--- src/rtl/note_scroller_pkg.sv ---
// guitar_pkg: shared geometry, timing constants and slot types for the note scroller.
package guitar_pkg;
  localparam int LANES = 4;
  localparam int SLOTS = 4;
  localparam int Y_W = 9;
  localparam int LANE_W = $clog2(LANES);
  localparam int SLOT_W = $clog2(SLOTS);
  localparam logic [Y_W:0] Y_MAX = (Y_W+1)'(480);
  localparam logic [Y_W:0] SPEED = (Y_W+1)'(2);
  localparam logic [Y_W-1:0] HIT_LO = Y_W'(400);
  localparam logic [Y_W-1:0] HIT_HI = Y_W'(440);
  typedef struct packed {
    logic valid;
    logic [Y_W-1:0] y;
  } note_slot_t;
  typedef logic [LANE_W-1:0] lane_idx_t;
  typedef logic [SLOT_W-1:0] slot_idx_t;
endpackage

--- src/rtl/note_scroller_lane.sv ---
// note_lane: one lane of falling notes; advance, strum clear and spawn insert,
// all judged against the pre-edge slot state.
module note_lane
  import guitar_pkg::*;
(
  input  logic clock,
  input  logic resetn,
  input  logic frame_tick,
  input  logic strum,
  input  logic spawn,
  output note_slot_t [SLOTS-1:0] slot_d,
  output logic hit,
  output logic miss,
  output logic accept
);
  note_slot_t [SLOTS-1:0] slot_q;
  logic cand, has_free;
  slot_idx_t sel, fsel;
  logic [Y_W-1:0] best;
  logic [Y_W:0] y_nxt;
  always_comb begin
    slot_d = slot_q;
    cand = 1'b0;
    has_free = 1'b0;
    sel = '0;
    fsel = '0;
    best = '0;
    y_nxt = '0;
    miss = 1'b0;
    for (int i = 0; i < SLOTS; i++) begin
      if (slot_q[i].valid && slot_q[i].y >= HIT_LO && slot_q[i].y <= HIT_HI && (!cand || slot_q[i].y > best)) begin
        cand = 1'b1;
        sel = slot_idx_t'(i);
        best = slot_q[i].y;
      end
      if (!slot_q[i].valid && !has_free) begin
        has_free = 1'b1;
        fsel = slot_idx_t'(i);
      end
    end
    hit = strum & cand;
    accept = spawn & has_free;
    // strum clear beats advance beats insert; the insert slot was empty pre-edge
    for (int i = 0; i < SLOTS; i++) begin
      y_nxt = {1'b0, slot_q[i].y} + SPEED;
      if (hit && sel == slot_idx_t'(i)) begin
        slot_d[i] = '0;
      end else if (slot_q[i].valid && frame_tick) begin
        if (y_nxt >= Y_MAX) begin
          slot_d[i] = '0;
          miss = 1'b1;
        end else begin
          slot_d[i].y = y_nxt[Y_W-1:0];
        end
      end else if (accept && fsel == slot_idx_t'(i)) begin
        slot_d[i].valid = 1'b1;
        slot_d[i].y = '0;
      end
    end
  end
  always_ff @(posedge clock or negedge resetn) begin
    if (!resetn) slot_q <= '0;
    else slot_q <= slot_d;
  end
endmodule

--- src/rtl/note_scroller.sv ---
// note_scroller: per-lane falling-note field with strum judging and a registered render read port.
// Optional COMBO_COUNTER_EN adds a saturating hit-streak counter output.
module note_scroller
  import guitar_pkg::*;
(
  input  logic clock,
  input  logic resetn,
  input  logic frame_tick,
  input  logic spawn_valid,
  input  lane_idx_t spawn_lane,
  input  logic strum_valid,
  input  lane_idx_t strum_lane,
  input  lane_idx_t rd_lane,
  input  slot_idx_t rd_slot,
  output logic [Y_W-1:0] rd_y,
  output logic rd_valid,
  output logic hit,
  output logic strum_miss,
  output logic note_miss,
  output logic spawn_drop
`ifdef COMBO_COUNTER_EN
  ,
  output logic [7:0] combo
`endif
);
  note_slot_t [LANES-1:0][SLOTS-1:0] lane_d;
  logic [LANES-1:0] lane_hit, lane_miss, lane_acc;
  logic hit_d, hit_q, strum_miss_d, strum_miss_q, note_miss_d, note_miss_q, spawn_drop_d, spawn_drop_q;
  note_slot_t rd_note_d, rd_note_q;
  for (genvar l = 0; l < LANES; l++) begin : g_lane
    note_lane u_lane (
      .clock(clock),
      .resetn(resetn),
      .frame_tick(frame_tick),
      .strum(strum_valid && strum_lane == lane_idx_t'(l)),
      .spawn(spawn_valid && spawn_lane == lane_idx_t'(l)),
      .slot_d(lane_d[l]),
      .hit(lane_hit[l]),
      .miss(lane_miss[l]),
      .accept(lane_acc[l])
    );
  end
`ifdef COMBO_COUNTER_EN
  logic [7:0] combo_d, combo_q;
`endif
  always_comb begin
    hit_d = |lane_hit;
    note_miss_d = |lane_miss;
    strum_miss_d = strum_valid & ~hit_d;
    spawn_drop_d = spawn_valid & ~|lane_acc;
    rd_note_d = (int'(rd_lane) < LANES) ? lane_d[rd_lane][rd_slot] : '0;
`ifdef COMBO_COUNTER_EN
    combo_d = (strum_miss_d | note_miss_d) ? 8'd0 : (hit_d && combo_q != 8'hff) ? combo_q + 8'd1 : combo_q;
`endif
  end
  always_ff @(posedge clock or negedge resetn) begin
    if (!resetn) begin
      hit_q <= 1'b0;
      strum_miss_q <= 1'b0;
      note_miss_q <= 1'b0;
      spawn_drop_q <= 1'b0;
      rd_note_q <= '0;
`ifdef COMBO_COUNTER_EN
      combo_q <= '0;
`endif
    end else begin
      hit_q <= hit_d;
      strum_miss_q <= strum_miss_d;
      note_miss_q <= note_miss_d;
      spawn_drop_q <= spawn_drop_d;
      rd_note_q <= rd_note_d;
`ifdef COMBO_COUNTER_EN
      combo_q <= combo_d;
`endif
    end
  end
  assign hit = hit_q;
  assign strum_miss = strum_miss_q;
  assign note_miss = note_miss_q;
  assign spawn_drop = spawn_drop_q;
  assign rd_y = rd_note_q.y;
  assign rd_valid = rd_note_q.valid;
`ifdef COMBO_COUNTER_EN
  assign combo = combo_q;
`endif
endmodule

--- config.mk ---
export PLATFORM = sky130hd
export DESIGN_NAME = note_scroller
export DESIGN_NICKNAME = d
export VERILOG_FILES = /design/src/rtl/note_scroller_pkg.sv /design/src/rtl/note_scroller_lane.sv /design/src/rtl/note_scroller.sv
export SDC_FILE = /design/constraint.sdc
export NUM_CORES = 1
export LEC_CHECK = 0
export BUFFER_PORTS_ARGS = -buffer_cell sky130_fd_sc_hd__buf_2
export CAP_MARGIN = 5
export CORE_ASPECT_RATIO = 0.5
export CORE_MARGIN = 5
export CORE_UTILIZATION = 43
export CTS_BUF_LIST = sky130_fd_sc_hd__clkbuf_8
export DETAILED_ROUTE_END_ITERATION = 16
export PLACE_DENSITY_LB_ADDON = 0.08
export SLEW_MARGIN = 20
export SYNTH_ARGS = -nofsm -noshare
export SYNTH_HDL_FRONTEND = slang
export SYNTH_SLANG_ARGS = --single-unit
export TNS_END_PERCENT = 100
--- constraint.sdc ---
create_clock -name clock -period 8.55 [get_ports clock]
set_input_delay 0.4275 -clock clock [delete_from_list [all_inputs] [get_ports clock]]
set_output_delay 0.4275 -clock clock [all_outputs]
set_load 0.02 [all_outputs]
==> results of run 1 <==
==> metal layers <==
metal / global-route usage [%] / wire length (µm) / vias up
met4: 7.122 / 1550 / 2
met1: 43.64 / 29160 / 7845
met2: 38.63 / 23740 / 764
met5: 0 / 12 / -
met3: 7.659 / 6360 / 109
li1: - / - / 7519
==> worst paths after layout <==
check | startpoint | endpoint | slack, ps | cells after the start
max reg2reg | g_lane[0].u_lane.slot_q[6] | rd_y[4] | 670 | 27
min reg2reg | g_lane[3].u_lane.slot_q[30] | g_lane[3].u_lane.slot_q[30] | 570 | 2
min in group clock | strum_valid | hit | 310 | 2
max in group asynchronous | resetn | g_lane[0].u_lane.slot_q[14] | 6980 | 2
min | resetn | g_lane[2].u_lane.slot_q[11] | 20 | 1
max | g_lane[0].u_lane.slot_q[6] | rd_y[4] | 670 | 27
==> stage by stage <==
stage / total power, µW / instance area, µm² / std cells
global route: 3986 / 16860 / 2518
finish: 3727 / 16860 / 2518
global placement: 3113 / 16500 / 2486
CTS: 3687 / 16850 / 2518
floorplan: 2517 / 16110 / 2052
detailed placement: 3108 / 16500 / 2486
==> power groups by stage <==
stage | registers, µW | logic, µW | clock network [µW]
after floorplan | 1270 | 1240 | 0
after global placement | 1530 | 1590 | 0
after detailed placement | 1520 | 1580 | 0
after CTS | 1510 | 1600 | 580
after global routing | 1560 | 1810 | 610
final | 1520 | 1630 | 574
==> critical path: cells and delay by family (launching register included) <==
family / cells / cell delay (ps)
compound gates: 15 / 4390
simple gates: 8 / 1740
fa+ha+maj: 3 / 790
flops: 1 / 490
mux: 1 / 370
==> flip-flops by register name (all words and copies together) (netlist names) <==
register,flops
strum_miss,1
rd_y,9
rd_valid,1
spawn_drop,1
hit,1
note_miss,1
g_lane.u_lane.slot_q,160
==> logic make-up (layout without fill, tap and decap cells) <==
group / after synthesis / after routing
AND/OR/NAND/NOR: 928 / 928
AO/OA/AOI/OAI: 529 / 529
buffers and inverters: 200 / 172
flip-flops: 174 / 174
adder cells (fa/ha/maj): 133 / 133
XOR/XNOR: 50 / 50
multiplexers: 26 / 26
other: 1 / 12
==> cell type report <==
type	count	area (µm²)	area share (%)
Multi-Input combinational cell	1678	10870	64.45
Sequential cell	174	4354	25.82
Tap cell	494	618.1	3.666
Timing Repair Buffer	54	349.1	2.070
Inverter	86	325.3	1.929
Clock buffer	17	234.0	1.388
Clock inverter	15	113.9	0.6753
==> layout by cell type, fill, tap and decap left out, types with 38 or more instances in the layout <==
| cell | instances |
|---|---|
| sky130_fd_sc_hd__a31oi_1 | 38 |
| sky130_fd_sc_hd__a21oi_1 | 111 |
| sky130_fd_sc_hd__o21ai_0 | 86 |
| sky130_fd_sc_hd__nand2_1 | 214 |
| sky130_fd_sc_hd__ha_1 | 133 |
| sky130_fd_sc_hd__nand3_1 | 88 |
| sky130_fd_sc_hd__nor3_1 | 90 |
| sky130_fd_sc_hd__inv_1 | 82 |
| sky130_fd_sc_hd__dfrtp_1 | 174 |
| sky130_fd_sc_hd__nor2_1 | 252 |
==> PnR_summary.wiki, run 1 <==
{| class="wikitable"
! Metric !! Value
|-
| Clock Path Buffers || 2
|-
| Number of pins exceeding their max-slew limit in the final report || 0
|-
| Total of cells resized after clock tree synthesis || 0
|-
| Combinational family with the most area after synthesis || simple AND/OR/NAND/NOR gates
|-
| Instance count of the mapped netlist || 2041
|-
| Final Core Density || 45.37%
|-
| Min Clock Period, post-route || 7876 ps
|-
| Clock network fraction of design power || 15.4%
|-
| Switching part of the total || 49.75%
|-
| Antenna violations before repair || 2
|-
| Number of synthesized flops with an enable pin || 0
|-
| Net switching component of the power || 1855 µW
|-
| Crit path DAT || 8280 ps
|-
| Clock latency on the worst-skew pair || 510 ps
|-
| Synthesized-area fraction occupied by and/or/nand/nor cells || 28.82%
|-
| Total Nets Final || 2157
|-
| Most common cell on crit path || sky130_fd_sc_hd__ha_1
|-
| Signed area change from the synthesized netlist to the final layout || 4.913%
|-
| Post-route antenna net violation count || 0
|-
| CP endpoint kind || flop
|-
| Routed vias/inst || 6.449
|-
| Maximum fanout along the worst path || 16
|-
| Run status || finished clean
|-
| Maximum number of pins on one net before global-route repair || 109
|-
| Routed len/inst || 24.16 µm
|-
| Yosys cell types || 108
|-
| Drt first pass iters || 6
|-
| Summed instance area of the synthesized netlist || 16070 µm²
|-
| Maximum achievable frequency || 127.0 MHz
|-
| Combinational group share of total power || 43.8%
|-
| Average cell area after synthesis || 7.874 µm²
|-
| Ratio of final minimum period to clock period || 92.11%
|-
| Sequential cell area fraction in the yosys report || 27.09%
|-
| Critical-path cell with the highest stage delay || sky130_fd_sc_hd__a211oi_1
|-
| Clock tree from TritonCTS || yes
|-
| Std cell rows || 50
|-
| Delay of the slowest cell on the worst path || 700 ps
|-
| Worst setup SP type || flop
|-
| Area fraction in compound gates after synthesis || 23.60%
|-
| Internal power contribution || 1873 µW
|-
| Total Routing Usage GR || 28.30%
|-
| Total clock buffers created by CTS || 17
|-
| Area inside the core boundary || 37160 µm²
|-
| GPL Wtd Cong || 1.037
|-
| HPWL reported at the end of detailed placement || 47590 µm
|-
| Starting density of the core || 43.25%
|-
| Proportion of synthesized area in mux cells || 1.775%
|-
| Final hold violation count || 0
|-
| Number of DRC violations after detailed routing || 0
|-
| Max-Cap Viols || 0
|-
| Hold WS || 20.73 ps
|-
| I/O pin count || 27
|-
| Most frequently used flop master after synthesis || sky130_fd_sc_hd__dfrtp_1
|-
| Worst Setup Slack, final || 674.4 ps
|-
| Wire length of the first global-routing pass || 91610 µm
|-
| Number of buffers inserted by hold repair at cts || 0
|-
| Die outline width || 283.4 µm
|-
| Xor/xnor cell area share of the yosys netlist || 2.725%
|-
| Number of buffers added for setup after CTS || 0
|-
| Final-layout setup total negative slack || 0 ps
|-
| Type of the setup path with the least slack || flop to flop
|-
| Die extent in y || 146.7 µm
|-
| Number of setup violations in the final report || 0
|-
| Type of the most critical hold path || primary input to asynchronous set/reset pin
|-
| CTS Root Cell || sky130_fd_sc_hd__clkbuf_8
|-
| Count of vias placed by the detailed router || 16239
|-
| Via count of the first global-routing pass || 14572
|-
| Headroom to the max-slew limit || 24.39%
|-
| Adder-Cell Fraction of Synth Area || 10.35%
|-
| CTS clk-pin slew, worst paths || 110 ps
|-
| Async set-reset flop share out of synthesis || 100.0%
|-
| P_leak || 0.007083 µW
|-
| Num Clock Sinks || 174
|-
| Top cell type by total area after synthesis || sky130_fd_sc_hd__dfrtp_1
|-
| List of most frequent post-synthesis cells || 252 x sky130_fd_sc_hd__nor2_1, 214 x sky130_fd_sc_hd__nand2_1, 174 x sky130_fd_sc_hd__dfrtp_1, 133 x sky130_fd_sc_hd__ha_1, 111 x sky130_fd_sc_hd__a21oi_1
|-
| Final-layout fill cell count || 3859
|-
| Port buffer count || 26
|-
| RSZ-0062 raised after global routing || no
|-
| H-tree levels || 4
|-
| Yosys Warn Count || 0
|-
| Worst-margin pin slew || 1126 ps
|-
| Number of violations reported at the end of detailed-routing iteration 0 || 2206
|-
| Ant. Diodes || 0
|-
| Power per unit of standard cell area || 221.1 nW/µm²
|-
| Required time of the critical path || 8960 ps
|-
| Total grt overflow || 0
|-
| Top cell type's share of synthesized area || 27.09%
|-
| Cell with the most instances after synthesis || sky130_fd_sc_hd__nor2_1
|-
| Peak supply drop || 0.0001052 V
|-
| Layout cell share with drive strength beyond 1 || 7.757%
|-
| Area enclosed by the die boundary || 41580 µm²
|-
| Flop and latch count out of synthesis || 174
|-
| Portion of total power attributed to sequential cells || 40.8%
|-
| Synth top area cells || sky130_fd_sc_hd__dfrtp_1 27%, sky130_fd_sc_hd__ha_1 10%, sky130_fd_sc_hd__nor2_1 5.9%
|-
| Dpl ws || 777.8 ps
|-
| Post-Route WL || 60830 µm
|-
| Setup skew after layout || 18.23 ps
|}
(Power assumes the default switching activity.)
==> inputs of run 2 (changes only) <==
--- a/config.mk
+++ b/config.mk
@@ -5,6 +5,7 @@
 export SDC_FILE = /design/constraint.sdc
 export NUM_CORES = 1
 export LEC_CHECK = 0
+export ABC_CLOCK_PERIOD_IN_PS = 8550
 export BUFFER_PORTS_ARGS = -buffer_cell sky130_fd_sc_hd__buf_2
 export CAP_MARGIN = 5
 export CORE_ASPECT_RATIO = 0.5
@@ -12,7 +13,9 @@
 export CORE_UTILIZATION = 43
 export CTS_BUF_LIST = sky130_fd_sc_hd__clkbuf_8
 export DETAILED_ROUTE_END_ITERATION = 16
+export GPL_ROUTABILITY_DRIVEN = 0
 export PLACE_DENSITY_LB_ADDON = 0.08
+export RECOVER_POWER = 25
 export SLEW_MARGIN = 20
 export SYNTH_ARGS = -nofsm -noshare
 export SYNTH_HDL_FRONTEND = slang
==> PnR_summary.wiki, run 2 (same netlist as run 1, synthesis figures left out) <==
{| class="wikitable"
! Metric !! Value
|-
| Launch instance of the worst min-delay path || strum_valid
|-
| Final-layout fill cell count || 3838 (was 3859)
|-
| Clock network fraction of design power || 17.4% (was 15.4%)
|-
| Ratio of final minimum period to clock period || 95.17% (was 92.11%)
|-
| Peak supply drop || 0.0001150 V (was 0.0001052 V)
|-
| Clock tree from TritonCTS || yes (unchanged)
|-
| Maximum achievable frequency || 122.9 MHz (was 127.0 MHz)
|-
| Number of pins exceeding their max-slew limit in the final report || 117 (was 0)
|-
| Worst setup SP type || flop (unchanged)
|-
| Signed area change from the synthesized netlist to the final layout || 5.091% (was 4.913%)
|-
| Die outline width || 283.4 µm (unchanged)
|-
| Clock latency on the worst-skew pair || 520 ps (was 510 ps)
|-
| Maximum fanout along the worst path || 20 (was 16)
|-
| Required time of the critical path || 8930 ps (was 8960 ps)
|-
| Net switching component of the power || 1857 µW (was 1855 µW)
|-
| Layout cell share with drive strength beyond 1 || 6.977% (was 7.757%)
|-
| Number of DRC violations after detailed routing || 0 (unchanged)
|-
| CTS clk-pin slew, worst paths || 110 ps (about the same)
|-
| Post-Route WL || 61230 µm (was 60830 µm)
|-
| Final hold violation count || 0 (unchanged)
|-
| Multi-input gate area || 10870 µm² (about the same)
|-
| Largest register by flop count || g_lane.u_lane.slot_q (unchanged)
|-
| Number of setup violations in the final report || 0 (unchanged)
|-
| Headroom to the max-slew limit || -166.6% (was 24.39%)
|-
| Total clock buffers created by CTS || 17 (unchanged)
|-
| Most common library cell in the layout ignoring fill and taps || sky130_fd_sc_hd__nor2_1 (unchanged)
|-
| Die extent in y || 146.7 µm (unchanged)
|-
| Area enclosed by the die boundary || 41580 µm² (unchanged)
|-
| Violated checks || capacitance limit, slew limit
|-
| Min Clock Period, post-route || 8137 ps (was 7876 ps)
|-
| HPWL reported at the end of detailed placement || 47680 µm (was 47590 µm)
|-
| WL met2 || 24120 µm (was 23740 µm)
|-
| Starting density of the core || 43.25% (unchanged)
|-
| CP endpoint kind || flop (unchanged)
|-
| Type of the most critical hold path || primary input to flop (was primary input to asynchronous set/reset pin)
|-
| Routed len/inst || 24.33 µm (was 24.16 µm)
|-
| Std cell rows || 50 (unchanged)
|-
| Hold WS || 293.6 ps (was 20.73 ps)
|-
| Total grt overflow || 0 (unchanged)
|-
| Run status || complete, but fails checks (was finished clean)
|-
| Type of the setup path with the least slack || flop to flop (unchanged)
|-
| Metal3 WL || 7612 µm (was 6360 µm)
|-
| Clock Path Buffers || 2 (unchanged)
|-
| Switching part of the total || 48.63% (was 49.75%)
|-
| Flip-flop count of the largest register after layout || 160 (unchanged)
|-
| Portion of total power attributed to sequential cells || 39.8% (was 40.8%)
|-
| Number of violations reported at the end of detailed-routing iteration 0 || 2362 (was 2206)
|-
| CTS Root Cell || sky130_fd_sc_hd__clkbuf_8 (unchanged)
|-
| DR top layer || met5 (unchanged)
|-
| Critical-path cell with the highest stage delay || sky130_fd_sc_hd__dfrtp_1 (was sky130_fd_sc_hd__a211oi_1)
|-
| Most common cell on crit path || sky130_fd_sc_hd__ha_1 (unchanged)
|-
| Count of buffer and inverter cells on the critical path || 0 (unchanged)
|-
| Port buffer count || 26 (unchanged)
|-
| Internal power contribution || 1962 µW (was 1873 µW)
|-
| Power per unit of standard cell area || 226.1 nW/µm² (was 221.1 nW/µm²)
|-
| Leading cell types in the layout, fill and taps excluded || 252 x sky130_fd_sc_hd__nor2_1, 214 x sky130_fd_sc_hd__nand2_1, 174 x sky130_fd_sc_hd__dfrtp_1, 133 x sky130_fd_sc_hd__ha_1, 111 x sky130_fd_sc_hd__a21oi_1 (unchanged)
|-
| Top delay family on crit path || compound AO/OA/AOI/OAI gates (unchanged)
|-
| Final-layout setup total negative slack || 0 ps (unchanged)
|-
| R2R setup slack || 410 ps (was 670 ps)
|-
| Antenna violations before repair || 5 (was 2)
|-
| Maximum number of pins on one net before global-route repair || 65 (was 109)
|-
| Max-Cap Viols || 2 (was 0)
|-
| Total Nets Final || 2155 (was 2157)
|-
| Routed vias/inst || 6.437 (was 6.449)
|-
| Setup skew after layout || 24.13 ps (was 18.23 ps)
|-
| Count of vias placed by the detailed router || 16196 (was 16239)
|-
| Total Routing Usage GR || 28.73% (was 28.30%)
|-
| P_leak || 0.007047 µW (was 0.007083 µW)
|-
| Worst setup path start || g_lane[0].u_lane.slot_q[9] (was g_lane[0].u_lane.slot_q[6])
|-
| Post-route antenna net violation count || 0 (unchanged)
|-
| Via count of the first global-routing pass || 14873 (was 14572)
|-
| Combined flip-flop and latch cell area || 4354 µm² (unchanged)
|-
| Delay of the slowest cell on the worst path || 730 ps (was 700 ps)
|-
| Combinational group share of total power || 42.9% (was 43.8%)
|-
| Number of buffers added for setup after CTS || 0 (unchanged)
|-
| Pwr Total || 3819 µW (was 3727 µW)
|-
| Worst-margin pin slew || 3998 ps (was 1126 ps)
|-
| I/O pin count || 27 (unchanged)
|-
| Worst R2R Start || g_lane[0].u_lane.slot_q[9] (was g_lane[0].u_lane.slot_q[6])
|-
| Routed length on met1 || 28180 µm (was 29160 µm)
|-
| RSZ-0062 raised after global routing || no (unchanged)
|-
| H-tree levels || 4 (unchanged)
|-
| Wire length of the first global-routing pass || 93260 µm (was 91610 µm)
|-
| Num Clock Sinks || 174 (unchanged)
|-
| Area inside the core boundary || 37160 µm² (unchanged)
|-
| Crit path DAT || 8510 ps (was 8280 ps)
|-
| Drt first pass iters || 6 (unchanged)
|}
run 2: repair_timing:
| action | in CTS | in global routing |
|---|---|---|
| hold endpoints to repair | 62 | 0 |
| endpoints found under the setup margin | 0 | 1 |
| hold buffers | 1 | 0 |
| resized for setup | 0 | 2 |
run 2: final cells by class:
| cell class | count | area share [%] |
|---|---|---|
| well taps | 494 | 3.660 |
| diodes | 1 | 0.01482 |
| clock buffers | 21 | 1.711 |
| repair buffers | 52 | 1.808 |
| clock inverters | 10 | 0.7408 |
| inverters | 86 | 1.926 |
| flip-flops and latches | 174 | 25.78 |
| multi-input cells | 1678 | 64.36 |
run 2: per-stage QoR:
| step | area [µm²] | std cells | worst slack [ps] | util, % |
|---|---|---|---|---|
| final | 16890 | 2516 | 413.0 | 45.45 |
| after floorplan | 16110 | 2052 | 1581 | - |
| after global placement | 16480 | 2483 | 657.2 | 44.35 |
| after global routing | 16890 | 2515 | 18.86 | 45.44 |
| after detailed placement | 16480 | 2483 | 604.7 | 44.35 |
| after CTS | 16910 | 2515 | 556.5 | 45.49 |
run 2: worst paths after layout:
path / endpoint / depth (start not counted)
min in group asynchronous: g_lane[2].u_lane.slot_q[12] / 2
max in group asynchronous: g_lane[3].u_lane.slot_q[23] / 3
worst min-delay path: strum_miss / 2
worst max register to register: rd_y[3] / 27
worst max-delay path: rd_y[3] / 27
worst min register to register: g_lane[3].u_lane.slot_q[30] / 2
run 2: worst reg2reg max path, stage by stage, from the launching register on:
cell                        delay [ps]
sky130_fd_sc_hd__dfrtp_1           730
sky130_fd_sc_hd__and4b_1           290
sky130_fd_sc_hd__o221a_1           380
sky130_fd_sc_hd__nand2_1           130
sky130_fd_sc_hd__ha_1              300
sky130_fd_sc_hd__nor2b_1           130
sky130_fd_sc_hd__o211a_1           190
sky130_fd_sc_hd__a2111oi_0         510
sky130_fd_sc_hd__o211ai_1          180
sky130_fd_sc_hd__o211a_1           330
sky130_fd_sc_hd__mux2_2            380
sky130_fd_sc_hd__ha_1              180
sky130_fd_sc_hd__nand2b_1          140
sky130_fd_sc_hd__a21oi_1           170
sky130_fd_sc_hd__nor4_1             70
sky130_fd_sc_hd__o311a_2           370
sky130_fd_sc_hd__or2_2             390
sky130_fd_sc_hd__a21o_1            190
sky130_fd_sc_hd__ha_1              310
sky130_fd_sc_hd__nand4_1           120
sky130_fd_sc_hd__or3_1             350
sky130_fd_sc_hd__o211ai_1          130
sky130_fd_sc_hd__a211o_1           220
sky130_fd_sc_hd__nand2_1           230
sky130_fd_sc_hd__o21ai_0           530
sky130_fd_sc_hd__o221ai_1          260
sky130_fd_sc_hd__or3_1             380
sky130_fd_sc_hd__a311oi_1          410
run 2: layer usage:
metal	vias up	track usage, %
met5	-	1.136
met4	6	6.090
met3	109	11.47
met2	720	39.62
met1	7838	42.04
li1	7523	-
run 2: power by group through the flow:
stage / clock [µW] / sequential, µW / combinational [µW]
after global placement: 0 / 1530 / 1590
after floorplan: 0 / 1270 / 1240
after detailed placement: 0 / 1520 / 1590
final: 663 / 1520 / 1640
after CTS: 666 / 1500 / 1600
after global routing: 697 / 1560 / 1820
